## config.mk

```make
export PLATFORM = sky130hd
export DESIGN_NAME = hi_init_sequencer_flat
export DESIGN_NICKNAME = d
export VERILOG_FILES = /design/src/rtl/hi_init_sequencer_if.sv /design/src/rtl/hi_init_sequencer.sv /design/src/flat_wrapper.sv
export SDC_FILE = /design/constraint.sdc
export NUM_CORES = 1
export LEC_CHECK = 0
export CORE_UTILIZATION = 48
export DETAILED_ROUTE_END_ITERATION = 10
export PLACE_DENSITY = 0.78
export RECOVER_POWER = 50
export SYNTH_ARGS = -nofsm -noshare
export SYNTH_HDL_FRONTEND = slang
export SYNTH_SLANG_ARGS = --single-unit
```

## constraint.sdc

```tcl
create_clock -name ifclk -period 3.2 [get_ports ifclk]
set_clock_uncertainty 0.2 [all_clocks]
set_input_delay 0.64 -clock ifclk [delete_from_list [all_inputs] [get_ports ifclk]]
set_output_delay 0.64 -clock ifclk [all_outputs]
set_load 0.02 [all_outputs]
```

## src/rtl/hi_init_sequencer_if.sv

```systemverilog
// hi_init_sequencer_if: HI write-port bundle between an init-sequencer host and the arbitor
interface hi_init_sequencer_if;
    logic        lock_arbitor;
    logic [15:0] di_term_addr;
    logic [31:0] di_reg_addr;
    logic [31:0] di_len;
    logic        di_write_mode;
    logic        di_write;
    logic [31:0] di_reg_datai;
    logic        di_write_rdy;
    logic        di_read_mode;
    logic        di_read_req;
    logic        di_read;
    modport master (
        output lock_arbitor, di_term_addr, di_reg_addr, di_len, di_write_mode, di_write,
               di_reg_datai, di_read_mode, di_read_req, di_read,
        input  di_write_rdy
    );
    modport slave (
        input  lock_arbitor, di_term_addr, di_reg_addr, di_len, di_write_mode, di_write,
               di_reg_datai, di_read_mode, di_read_req, di_read,
        output di_write_rdy
    );
endinterface

```

## src/rtl/hi_init_sequencer.sv

```systemverilog
// hi_init_sequencer: walks a register-write table and issues each entry as a single-word HI write
module hi_init_sequencer #(
    parameter int ADDR_W  = 8,
    parameter int TIMEOUT = 65535,
    parameter bit LOCK    = 1'b1
) (
    input  logic              ifclk,
    input  logic              resetb,
    input  logic              start,
    output logic              busy,
    output logic              done,
    output logic              error,
    output logic [ADDR_W-1:0] err_idx,
    output logic [ADDR_W-1:0] tbl_addr,
    input  logic [15:0]       tbl_term,
    input  logic [31:0]       tbl_reg,
    input  logic [31:0]       tbl_data,
    hi_init_sequencer_if.master hi
);
    localparam int TW = (TIMEOUT < 1) ? 1 : $clog2(TIMEOUT + 1);
    typedef enum logic [2:0] {IDLE, FETCH, DECODE, WAIT, GAP, DELAY, DONE, ERROR} state_t;
    state_t state, state_nxt;
    logic [ADDR_W-1:0] idx, idx_nxt, err_idx_nxt;
    logic [TW-1:0] tmo, tmo_nxt;
    logic [31:0] cnt, cnt_nxt, reg_q, reg_nxt, data_q, data_nxt;
    logic [15:0] term_q, term_nxt;
    logic locked, locked_nxt, error_nxt, last;
    assign last = &idx;
    assign tbl_addr = idx;
    assign busy = state inside {FETCH, DECODE, WAIT, GAP, DELAY};
    assign done = state == DONE;
    assign hi.lock_arbitor = LOCK && locked && busy;
    assign hi.di_term_addr = term_q;
    assign hi.di_reg_addr = reg_q;
    assign hi.di_reg_datai = data_q;
    assign hi.di_len = 32'd4;
    assign hi.di_write_mode = state == WAIT;
    assign hi.di_write = state == WAIT && hi.di_write_rdy;
    assign hi.di_read_mode = 1'b0;
    assign hi.di_read_req = 1'b0;
    assign hi.di_read = 1'b0;
    always_comb begin
        state_nxt = state;
        idx_nxt = idx;
        tmo_nxt = tmo;
        cnt_nxt = cnt;
        locked_nxt = locked;
        error_nxt = error;
        err_idx_nxt = err_idx;
        term_nxt = term_q;
        reg_nxt = reg_q;
        data_nxt = data_q;
        case (state)
            IDLE, DONE, ERROR: begin
                state_nxt = start ? FETCH : (state == ERROR ? ERROR : IDLE);
                idx_nxt = start ? '0 : idx;
                error_nxt = error && !start;
                locked_nxt = locked && !start;
            end
            FETCH: state_nxt = DECODE;
            DECODE: begin
                state_nxt = tbl_term == 16'hFFFF ? DONE : (tbl_term == 16'hFFFE ? DELAY : WAIT);
                cnt_nxt = tbl_data;
                if (state_nxt == WAIT) begin
                    tmo_nxt = '0;
                    locked_nxt = 1'b1;
                    term_nxt = tbl_term;
                    reg_nxt = tbl_reg;
                    data_nxt = tbl_data;
                end
            end
            WAIT: begin
                if (hi.di_write_rdy) state_nxt = GAP;
                else if (tmo == TW'(TIMEOUT)) begin
                    state_nxt = ERROR;
                    error_nxt = 1'b1;
                    err_idx_nxt = idx;
                end else tmo_nxt = tmo + 1'b1;
            end
            // the last table slot finishes the sequence rather than wrapping to index 0
            GAP, DELAY: begin
                if (state == GAP || cnt == 32'd0) begin
                    state_nxt = last ? DONE : FETCH;
                    idx_nxt = idx + ADDR_W'(!last);
                end else cnt_nxt = cnt - 32'd1;
            end
            default: state_nxt = IDLE;
        endcase
    end
    always_ff @(posedge ifclk or negedge resetb) begin
        if (!resetb) begin
            state <= IDLE;
            idx <= '0;
            tmo <= '0;
            cnt <= '0;
            locked <= 1'b0;
            error <= 1'b0;
            err_idx <= '0;
            term_q <= '0;
            reg_q <= '0;
            data_q <= '0;
        end else begin
            state <= state_nxt;
            idx <= idx_nxt;
            tmo <= tmo_nxt;
            cnt <= cnt_nxt;
            locked <= locked_nxt;
            error <= error_nxt;
            err_idx <= err_idx_nxt;
            term_q <= term_nxt;
            reg_q <= reg_nxt;
            data_q <= data_nxt;
        end
    end
endmodule
```

## src/flat_wrapper.sv

```systemverilog
// flat-port wrapper written by rule: the top's interface ports become plain ports
module hi_init_sequencer_flat 
#(
    parameter int ADDR_W  = 8,
    parameter int TIMEOUT = 65535,
    parameter bit LOCK    = 1'b1
)
  (ifclk, resetb, start, busy, done, error, err_idx, tbl_addr, tbl_term, tbl_reg, tbl_data, hi_lock_arbitor, hi_di_term_addr, hi_di_reg_addr, hi_di_len, hi_di_write_mode, hi_di_write, hi_di_reg_datai, hi_di_read_mode, hi_di_read_req, hi_di_read, hi_di_write_rdy);
  hi_init_sequencer_if hi_i ();
  input  logic ifclk;
  input  logic resetb;
  input  logic start;
  output logic busy;
  output logic done;
  output logic error;
  output logic [ADDR_W-1:0] err_idx;
  output logic [ADDR_W-1:0] tbl_addr;
  input  logic [15:0] tbl_term;
  input  logic [31:0] tbl_reg;
  input  logic [31:0] tbl_data;
  output wire logic [$bits(hi_i.lock_arbitor)-1:0] hi_lock_arbitor;
  output wire logic [$bits(hi_i.di_term_addr)-1:0] hi_di_term_addr;
  output wire logic [$bits(hi_i.di_reg_addr)-1:0] hi_di_reg_addr;
  output wire logic [$bits(hi_i.di_len)-1:0] hi_di_len;
  output wire logic [$bits(hi_i.di_write_mode)-1:0] hi_di_write_mode;
  output wire logic [$bits(hi_i.di_write)-1:0] hi_di_write;
  output wire logic [$bits(hi_i.di_reg_datai)-1:0] hi_di_reg_datai;
  output wire logic [$bits(hi_i.di_read_mode)-1:0] hi_di_read_mode;
  output wire logic [$bits(hi_i.di_read_req)-1:0] hi_di_read_req;
  output wire logic [$bits(hi_i.di_read)-1:0] hi_di_read;
  input wire logic [$bits(hi_i.di_write_rdy)-1:0] hi_di_write_rdy;
  assign hi_lock_arbitor = hi_i.lock_arbitor;
  assign hi_di_term_addr = hi_i.di_term_addr;
  assign hi_di_reg_addr = hi_i.di_reg_addr;
  assign hi_di_len = hi_i.di_len;
  assign hi_di_write_mode = hi_i.di_write_mode;
  assign hi_di_write = hi_i.di_write;
  assign hi_di_reg_datai = hi_i.di_reg_datai;
  assign hi_di_read_mode = hi_i.di_read_mode;
  assign hi_di_read_req = hi_i.di_read_req;
  assign hi_di_read = hi_i.di_read;
  assign hi_i.di_write_rdy = hi_di_write_rdy;
  hi_init_sequencer #(.ADDR_W(ADDR_W), .TIMEOUT(TIMEOUT), .LOCK(LOCK)) u_core (.ifclk(ifclk), .resetb(resetb), .start(start), .busy(busy), .done(done), .error(error), .err_idx(err_idx), .tbl_addr(tbl_addr), .tbl_term(tbl_term), .tbl_reg(tbl_reg), .tbl_data(tbl_data), .hi(hi_i));
endmodule
```

; Word-level counts from Yosys, hierarchy flattened
; Cells that the tools add are included.
[totals]
out_inout_bits = 137
regBits = 149
inputBits = 84
[op_classes]
eq_ne = 19
n_addsub = 3
n_reduce_logical = 26
bitwise = 1
muxes = 23
[op_table]
columns = cell, count
row1 = $pmux W32 S2, 1
row2 = $eq A16 B16 Y1 const B, 3
row3 = $mux W16, 3
row4 = $logic_not A32 Y1, 1
row5 = $mux W32, 1
row6 = $pmux W16 S2, 1
row7 = $sub A32 B1 Y32 const B, 1
row8 = $mux W3, 8
row9 = $add A16 B1 Y16 const B, 1
row10 = $mux W8, 2
row11 = $pmux W8 S2, 1
row12 = $pmux W3 S5, 1
row13 = $eq A3 B3 Y1 const B, 4
row14 = $ne A2 B2 Y1 const B, 5
row15 = $reduce_bool A2 Y1, 5
row16 = $eq A3 B2 Y1 const B, 3
row17 = $reduce_and A3 Y1, 3
row18 = $add A8 B1 Y8, 1
row19 = $reduce_and A2 Y1, 4
row20 = $reduce_and A8 Y1, 1
row21 = $reduce_bool A5 Y1, 1
row22 = $logic_and A1 B1 Y1, 4
row23 = $ne A2 B1 Y1 const B, 2
row24 = $pmux W1 S2, 2
row25 = 10 further kinds, 13

; Logic depth before layout (Yosys ltp)
[depth]
word_depth = 6
depth_mapped = 9
depth_no_buf = 8

; Worst setup path before layout
; OpenSTA, ideal clock, no wires.
[synth_path]
path_kind = flip-flop to flip-flop
start = register u_core.cnt[0]
end = register u_core.idx[4] (netlist: u_core.tbl_addr[4])
setup_slack_ns = 0.893
n_path_buf = 0
stages_incl_launch_ff = 8
arrival_time_ns = 2.028
cell_sequence = dfrtp_1 > inv_1 > ha_1 > nor4b_4 > nand4_4 > or4_4 > a21oi_1 > mux2i_1
[synth_via]
elab_chain_cells = 4
[synth_rtl]
columns = element, line
row1 = from (decl), hi_init_sequencer.sv:25  ; logic [31:0] cnt, cnt_nxt, reg_q, reg_nxt, data_q, data_nxt;
row2 = from (signal assigned), hi_init_sequencer.sv:106  ; cnt <= cnt_nxt;
row3 = $logic_not A32 Y1, hi_init_sequencer.sv:82  ; if (state == GAP || cnt == 32'd0) begin
row4 = $logic_or A1 B1 Y1, hi_init_sequencer.sv:82
row5 = $ne A2 B1 Y1 (no source line), -
row6 = $reduce_and A3 Y1 (no source line), -
row7 = to (signal assigned), hi_init_sequencer.sv:104  ; idx <= idx_nxt;
row8 = to (decl), hi_init_sequencer.sv:23  ; logic [ADDR_W-1:0] idx, idx_nxt, err_idx_nxt;
; No other way between the ends.
; A chain may end at the register's enable or synchronous reset.

; Worst setup path after layout
[layout_path]
start = register u_core.state[2]
end = output port hi_lock_arbitor
[layout_via]
elab_chain_cells = 3
word_cells_on_any_way = 7
[layout_rtl]
columns = element, line
row1 = from (decl), hi_init_sequencer.sv:22  ; state_t state, state_nxt;
row2 = from (signal assigned), hi_init_sequencer.sv:103  ; state <= state_nxt;
row3 = "$eq A3 B1 Y1, or another cell as far along", hi_init_sequencer.sv:30  ; assign busy = state inside {FETCH, DECODE, WAIT, GAP, DELAY};
row4 = $reduce_bool A5 Y1 (*), hi_init_sequencer.sv:30
row5 = $logic_and A1 B1 Y1 (*), hi_init_sequencer.sv:32  ; assign hi.lock_arbitor = LOCK && locked && busy;
row6 = to (decl), flat_wrapper.sv:21  ; output wire logic [$bits(hi_i.lock_arbitor)-1:0] hi_lock_arbitor;
; Every way passes the cells marked *; elsewhere a longest branch is shown, timed or not.

==> flow_summary_export.csv <==
group,metric,value,unit
outcome,status,"finished, final reports clean",
sta,finalSetupTns,0,ns
sta,setup_viol,0,
placed_design,place_ws,0.182,ns
clock_tree,clk_pin_slew,0.06,ns
synth,ys_warn_count,0,
synth,synthCells,851,
floorplan,rows,45,
job,drv_cap,0,
finish,final_cell_mix,"280 x nand2_1, 149 x dfrtp_1, 134 x clkdlybuf4s50_1",
finish,design_area,0.0102,sq mm
drt,drt-initial-drc-count,535,
global_route,track_usage,25.6,%
synth,synth_area_leader_cell,"dfrtp_1",
global_route,antenna_found_initial,0,
drt,first_pass_iters,5,
sta,min_period,2.98,ns
finish,diodes,0,
drt,via_count,6869,
synth,synth_area_leaders,"dfrtp_1 50%, nand2_1 14%, buf_4 3.5%",
critical_path,crit_path_start_kind,"flip-flop",
min_path,worstHoldStart,"u_core.hi.di_term_addr[14]$_DFFE_PN0P_",
floorplan,coreArea,0.0153,sq mm
floorplan,die_area,0.0162,sq mm
synth,async_flop_share,100,%
drt,route.antenna.remaining_nets,0,
synth,yosysTopAreaCellShare,49.6,%
clock_tree,clock_latency,0.42,ns
finish,final_common_cell,"nand2_1",
pwr,powerDensity,964,mW/mm^2
clock_tree,cts_tree,"done",
synth,syn_avg_cell_area,8.84,sq um
clock_tree,h-tree-depth,4,
sta,fmax,0.336,GHz
min_path,hp-class,"flip-flop to flip-flop",
sta,period_share,93.1,%
critical_path,cp-end-kind,"output pin",
finish,area_growth,35.5,%
pwr,finalPower,9.83,mW
clock_tree,cts.sinks,149,
synth,synth-main-ff-cell,"dfrtp_1",
placed_design,place_congestion,0.860,
critical_path,reg2reg_from,"u_core.cnt[16]$_DFFE_PN0P_",
sta,worst_pin_slew,1.45,ns
floorplan,num_io_pins,221,
pwr,p_leak,4.64,nW
synth,synth_seq_area_share,49.6,%
clock_tree,cts-root-buf,"clkbuf_16",
finish,nFillCells,1254,
global_route,grt_pass1_wl,32800,microns
finish,fin_util,66.8,%
finish,nets,1117,
global_route,grt-ovfl-total,0,
placed_design,post-dp-hpwl,14300,microns
floorplan,dieWidth,127,microns
clock_tree,clk_path_buf_depth,2,
synth,synthesis.area,0.00752,sq mm
drt,wl_per_cell,16.2,microns
drt,routed_wl,20300,microns
sta,rsz0062_at_grt,"false",
placed_design,io_buffers,185,
sta,layout_setup_ws,0.220,ns
global_route,grt_pass1_vias,6491,
critical_path,cp_max_fo,15,
sta,drv_slew,0,
clock_tree,cts_buffers,17,
floorplan,fp.dieH,127,microns
critical_path,crit_required,2.36,ns
global_route,grt_max_degree,57,
pwr,peakVddDrop,381,uV
critical_path,path_class,"flip-flop to output pin",
critical_path,crit_arrival,2.14,ns
synth,synth.distinct_cells,66,
synth,synth_edf_count,0,
critical_path,setup.worst_path.start,"u_core.state[2]$_DFFE_PN0P_",
sta,relSlewSlack,3.50,%
placed_design,place_area,0.00955,sq mm
drt,detail_route.vias_per_cell,5.49,
synth,synth-seq-cells,149,
sta,final_hold_viol_count,0,
finish,final_layout_size_suffix_gt1_share,7.59,%
floorplan,start_util,49.3,%
drt,drc,0,
==> routing by layer <==
| layer | global-route usage [%] | vias to the layer above | part of all wire, % |
|---|---|---|---|
| met4 | 9.03 | 0 | 2.1 |
| met3 | 5.74 | 35 | 6.9 |
| met1 | 34.3 | 3286 | 45 |
| met2 | 41.2 | 283 | 46 |
| li1 | - | 3265 | - |
| met5 | 0 | - | 0 |
==> layout make-up <==
class | count | area [sq um] | area share [%]
flip-flops and latches | 149 | 3730 | 36.6
multi-input cells | 643 | 3440 | 33.7
repair buffers | 208 | 2070 | 20.3
clock buffers | 20 | 457 | 4.48
well taps | 211 | 264 | 2.59
clock inverters | 11 | 200 | 1.96
inverters | 10 | 37.5 | 0.368
==> registers in the layout, summed over array words and instances (netlist names) <==
signal	count
u_core.tmo	16
u_core.cnt	32
u_core.err_idx	8
u_core.hi.di_term_addr	16
u_core.hi.di_reg_datai	32
u_core.error	1
u_core.locked	1
u_core.hi.di_reg_addr	32
u_core.state	3
u_core.tbl_addr	8
==> kinds of logic after synthesis <==
group | share of synthesized area, %
adder cells (fa/ha/maj) | 0.665
multiplexers | 1.45
flip-flops | 49.6
AO/OA/AOI/OAI | 14.6
buffers and inverters | 6.54
other | 0.0998
XOR/XNOR | 0.815
AND/OR/NAND/NOR | 26.3
==> synthesized netlist by cell type (4+ instances only) <==
cell type,instances
nand4_1,14
nor3_1,13
nor4_1,20
clkbuf_1,31
a22o_1,13
or3_1,12
o22ai_1,16
mux2_2,7
o22a_1,5
dfrtp_1,149
nand3_1,13
a21oi_1,23
a2bb2oi_1,4
o21ai_0,32
nand2b_1,9
nor2_1,32
a22oi_1,11
nand2_1,280
xnor2_1,4
and3_1,5
buf_1,4
buf_4,35
inv_1,10
ha_1,4
o2bb2ai_1,11
a31oi_1,7
and2_1,9
buf_2,12
nor2b_1,5
==> path summary, 6_finish.rpt <==
path | to | slack [ns] | depth (start not counted)
setup reg to reg | u_core.cnt[18]$_DFFE_PN0P_ | 0.26 | 5
hold / removal | u_core.hi.di_term_addr[14]$_DFFE_PN0P_ | 0.27 | 2
min in group asynchronous | u_core.tbl_addr[2]$_DFFE_PN0P_ | 0.90 | 2
setup / recovery | hi_lock_arbitor | 0.22 | 4
max in group asynchronous | u_core.hi.di_reg_datai[0]$_DFFE_PN0P_ | 0.54 | 3
hold reg to reg | u_core.hi.di_term_addr[14]$_DFFE_PN0P_ | 0.27 | 2
==> timing repair <==
action,CTS,global route
gates resized for setup,0,0
buffers inserted,0,0
endpoints found under the hold margin,10,0
hold buffers,1,0
setup endpoints to repair,0,0
==> critical path, cell delays in order, from the launching register on <==
cell             delay (ns)
dfrtp_1                0.53
and2_1                 0.24
nor2_1                 0.21
and2_1                 0.16
clkdlybuf4s50_1        0.59
==> per-stage QoR <==
| stage | instances | hold WS (ns) |
|---|---|---|
| global route | 1252 | 0.283 |
| CTS | 1252 | 0.276 |
| floorplan | 884 | 0.144 |
| global placement | 1220 | 0.255 |
| finish | 1252 | 0.267 |
| detailed placement | 1220 | 0.261 |
==> report_power, final <==
| part | internal [mW] | switching (mW) | leakage [nW] |
|---|---|---|---|
| combinational | 1.88 | 2.54 | 2.45 |
| clock | 1.43 | 0.766 | 0.312 |
| sequential | 2.65 | 0.575 | 1.87 |
No activity file was read; power rests on OpenSTA's default activity.
==> RTL change, RTL diff (config.mk and constraints unchanged) <==
`ADDR_W` is set to 8 in 2 places; all go to 10.
--- a/src/rtl/hi_init_sequencer.sv
+++ b/src/rtl/hi_init_sequencer.sv
@@ -1,5 +1,5 @@
 // hi_init_sequencer: walks a register-write table and issues each entry as a single-word HI write
 module hi_init_sequencer #(
-    parameter int ADDR_W  = 8,
+    parameter int ADDR_W  = 10,
     parameter int TIMEOUT = 65535,
     parameter bit LOCK    = 1'b1
--- a/src/flat_wrapper.sv
+++ b/src/flat_wrapper.sv
@@ -2,5 +2,5 @@
 module hi_init_sequencer_flat 
 #(
-    parameter int ADDR_W  = 8,
+    parameter int ADDR_W  = 10,
     parameter int TIMEOUT = 65535,
     parameter bit LOCK    = 1'b1
Ports: changed (resized err_idx and tbl_addr); port bits go from 221 to 225. No check against the original RTL was run, so the function may have changed too.
==> RTL change against the original RTL <==
- the flow now finishes with violations (capacitance limit, slew limit)
- critical path depth increased by 1
- power increased by 3.6%
- wire length decreased by 5.1%
- count of clock-buffer cells in the layout decreased by 2
- worst setup slack improved by 0.012 ns
- die area increased by 3.4%
- synthesized area increased by 3.4%
- final area increased by 2.7%
- sequential cell count increased by 4
==> RTL change: results (changes against the original RTL) <==
Run status -> finished with violations
Failing checks -> capacitance limit, slew limit
Count of placed standard cells in the final layout, fillers left out -> 1133 (-9.5%)
Wire length per cell -> 17.0 um (+4.8%)
Highest fanout seen on the critical path -> 13 (-2)
Internal power contribution -> 6.29 mW (+5.7%)
Fraction of the mapped netlist area in adder cells -> 0.643% (-0.022 points)
Fraction of final layout cells sized beyond drive strength 1 -> 19.0% (+11 points)
Seq/Total Area, Yosys -> 49.2% (-0.35 points)
Pins Over Slew Limit -> 61 (+61)
Count of cells along the worst register-to-register path -> 7 (+2)
Iteration count of the initial detailed-routing pass -> 4 (-1)
Reg2Reg Setup Slack -> 0.31 ns (+0.05 ns)
Area Overhead vs Synth -> 34.6%
Critical R2R Capture -> u_core.cnt[16]$_DFFE_PN0P_
Number of global-route vias before repair -> 6230 (-4.0%)
Static Leak -> 4.38 nW (-5.5%)
Post-place setup slack -> 0.149 ns (-0.0329 ns)
Power in sequential cells -> 3.33 mW (+3%)
Number of different library cells in the post-synthesis netlist -> 70 (+6.1%)
Pin count of the biggest net entering global routing -> 62 (+8.8%)
Post-layout nets -> 994 (-11%)
Routed met3 length -> 1240 um (-11%)
Total via count after detailed routing -> 6418 (-6.6%)
Count of inverters not on the clock network in the layout -> 14 (+4)
Multiplexer share of the synthesized area -> 13.9% (+12 points)
Area taken by multi-input logic gates -> 0.00361 mm^2 (+5.1%)
Number of instances in the synthesized netlist -> 710 (-17%)
Clock network fraction of total power -> 19.7% (-2.6 points)
Met3 usage -> 5.82% (+0.085 points)
Input/output buffers -> 189 (+2.2%)
Wire length of the first global-routing pass -> 31800 um (-3.1%)
Total global routing track utilization -> 24.4% (-1.3 points)
Maximum Capacitance Violations -> 1 (+1)
Detailed-placement wirelength estimate -> 13800 um (-3.7%)
Overall Power -> 10.2 mW (+3.6%)
Fraction of synthesized cell area in xor and xnor cells -> 0.901% (+0.086 points)
Cells taking the most area after synthesis -> sky130_fd_sc_hd__dfrtp_1 (49%), sky130_fd_sc_hd__mux2_2 (13%), sky130_fd_sc_hd__buf_4 (3.6%), sky130_fd_sc_hd__a21oi_1 (2.3%), sky130_fd_sc_hd__nor2_1 (2.2%)
Cell class contributing the biggest share of worst-path delay -> buffers and inverters
Maximum VDD drop -> 0.579 mV (+52%)
Flops & latches, synth -> 153 (+2.7%)
Register fraction of the total cell area -> 36.6% (about the same)
Endpoint, Worst Hold -> u_core.error$_DFFE_PN0P_
Buffer count excluding the clock tree in the final layout -> 216 (+3.8%)
Weighted congestion reported at the end of routability-driven placement -> 0.848 (-1.3%)
RR Startpoint -> u_core.cnt[1]$_DFFE_PN0P_
==> RTL change: changes by cell type in the layout (fill, tap and decap cells not counted), sizes merged, moves of 5 or more <==
cell     change
o2bb2ai      -8
nand2      -242
nor2        +14
buf          +5
a21oi       +12
a22o         -7
or3          -6
or4          +5
nor4         -9
o21ai       -12
mux2        +83
==> RTL change: worst max path at each step <==
stage                                 from                                    end  cells after the start
2_1_floorplan                  tbl_term[4]  u_core.hi.di_reg_datai[0]$_DFFE_PN0P_                      6
5_1_grt          u_core.cnt[1]$_DFFE_PN0P_             u_core.cnt[27]$_DFFE_PN0P_                      8
3_5_place_dp                  tbl_term[12]  u_core.hi.di_term_addr[6]$_DFFE_PN0P_                      7
3_3_place_gp                  tbl_term[12]  u_core.hi.di_term_addr[6]$_DFFE_PN0P_                      7
6_report       u_core.state[1]$_DFFE_PN0P_                        hi_lock_arbitor                      5
4_1_cts        u_core.state[1]$_DFFE_PN0P_                        hi_lock_arbitor                      5
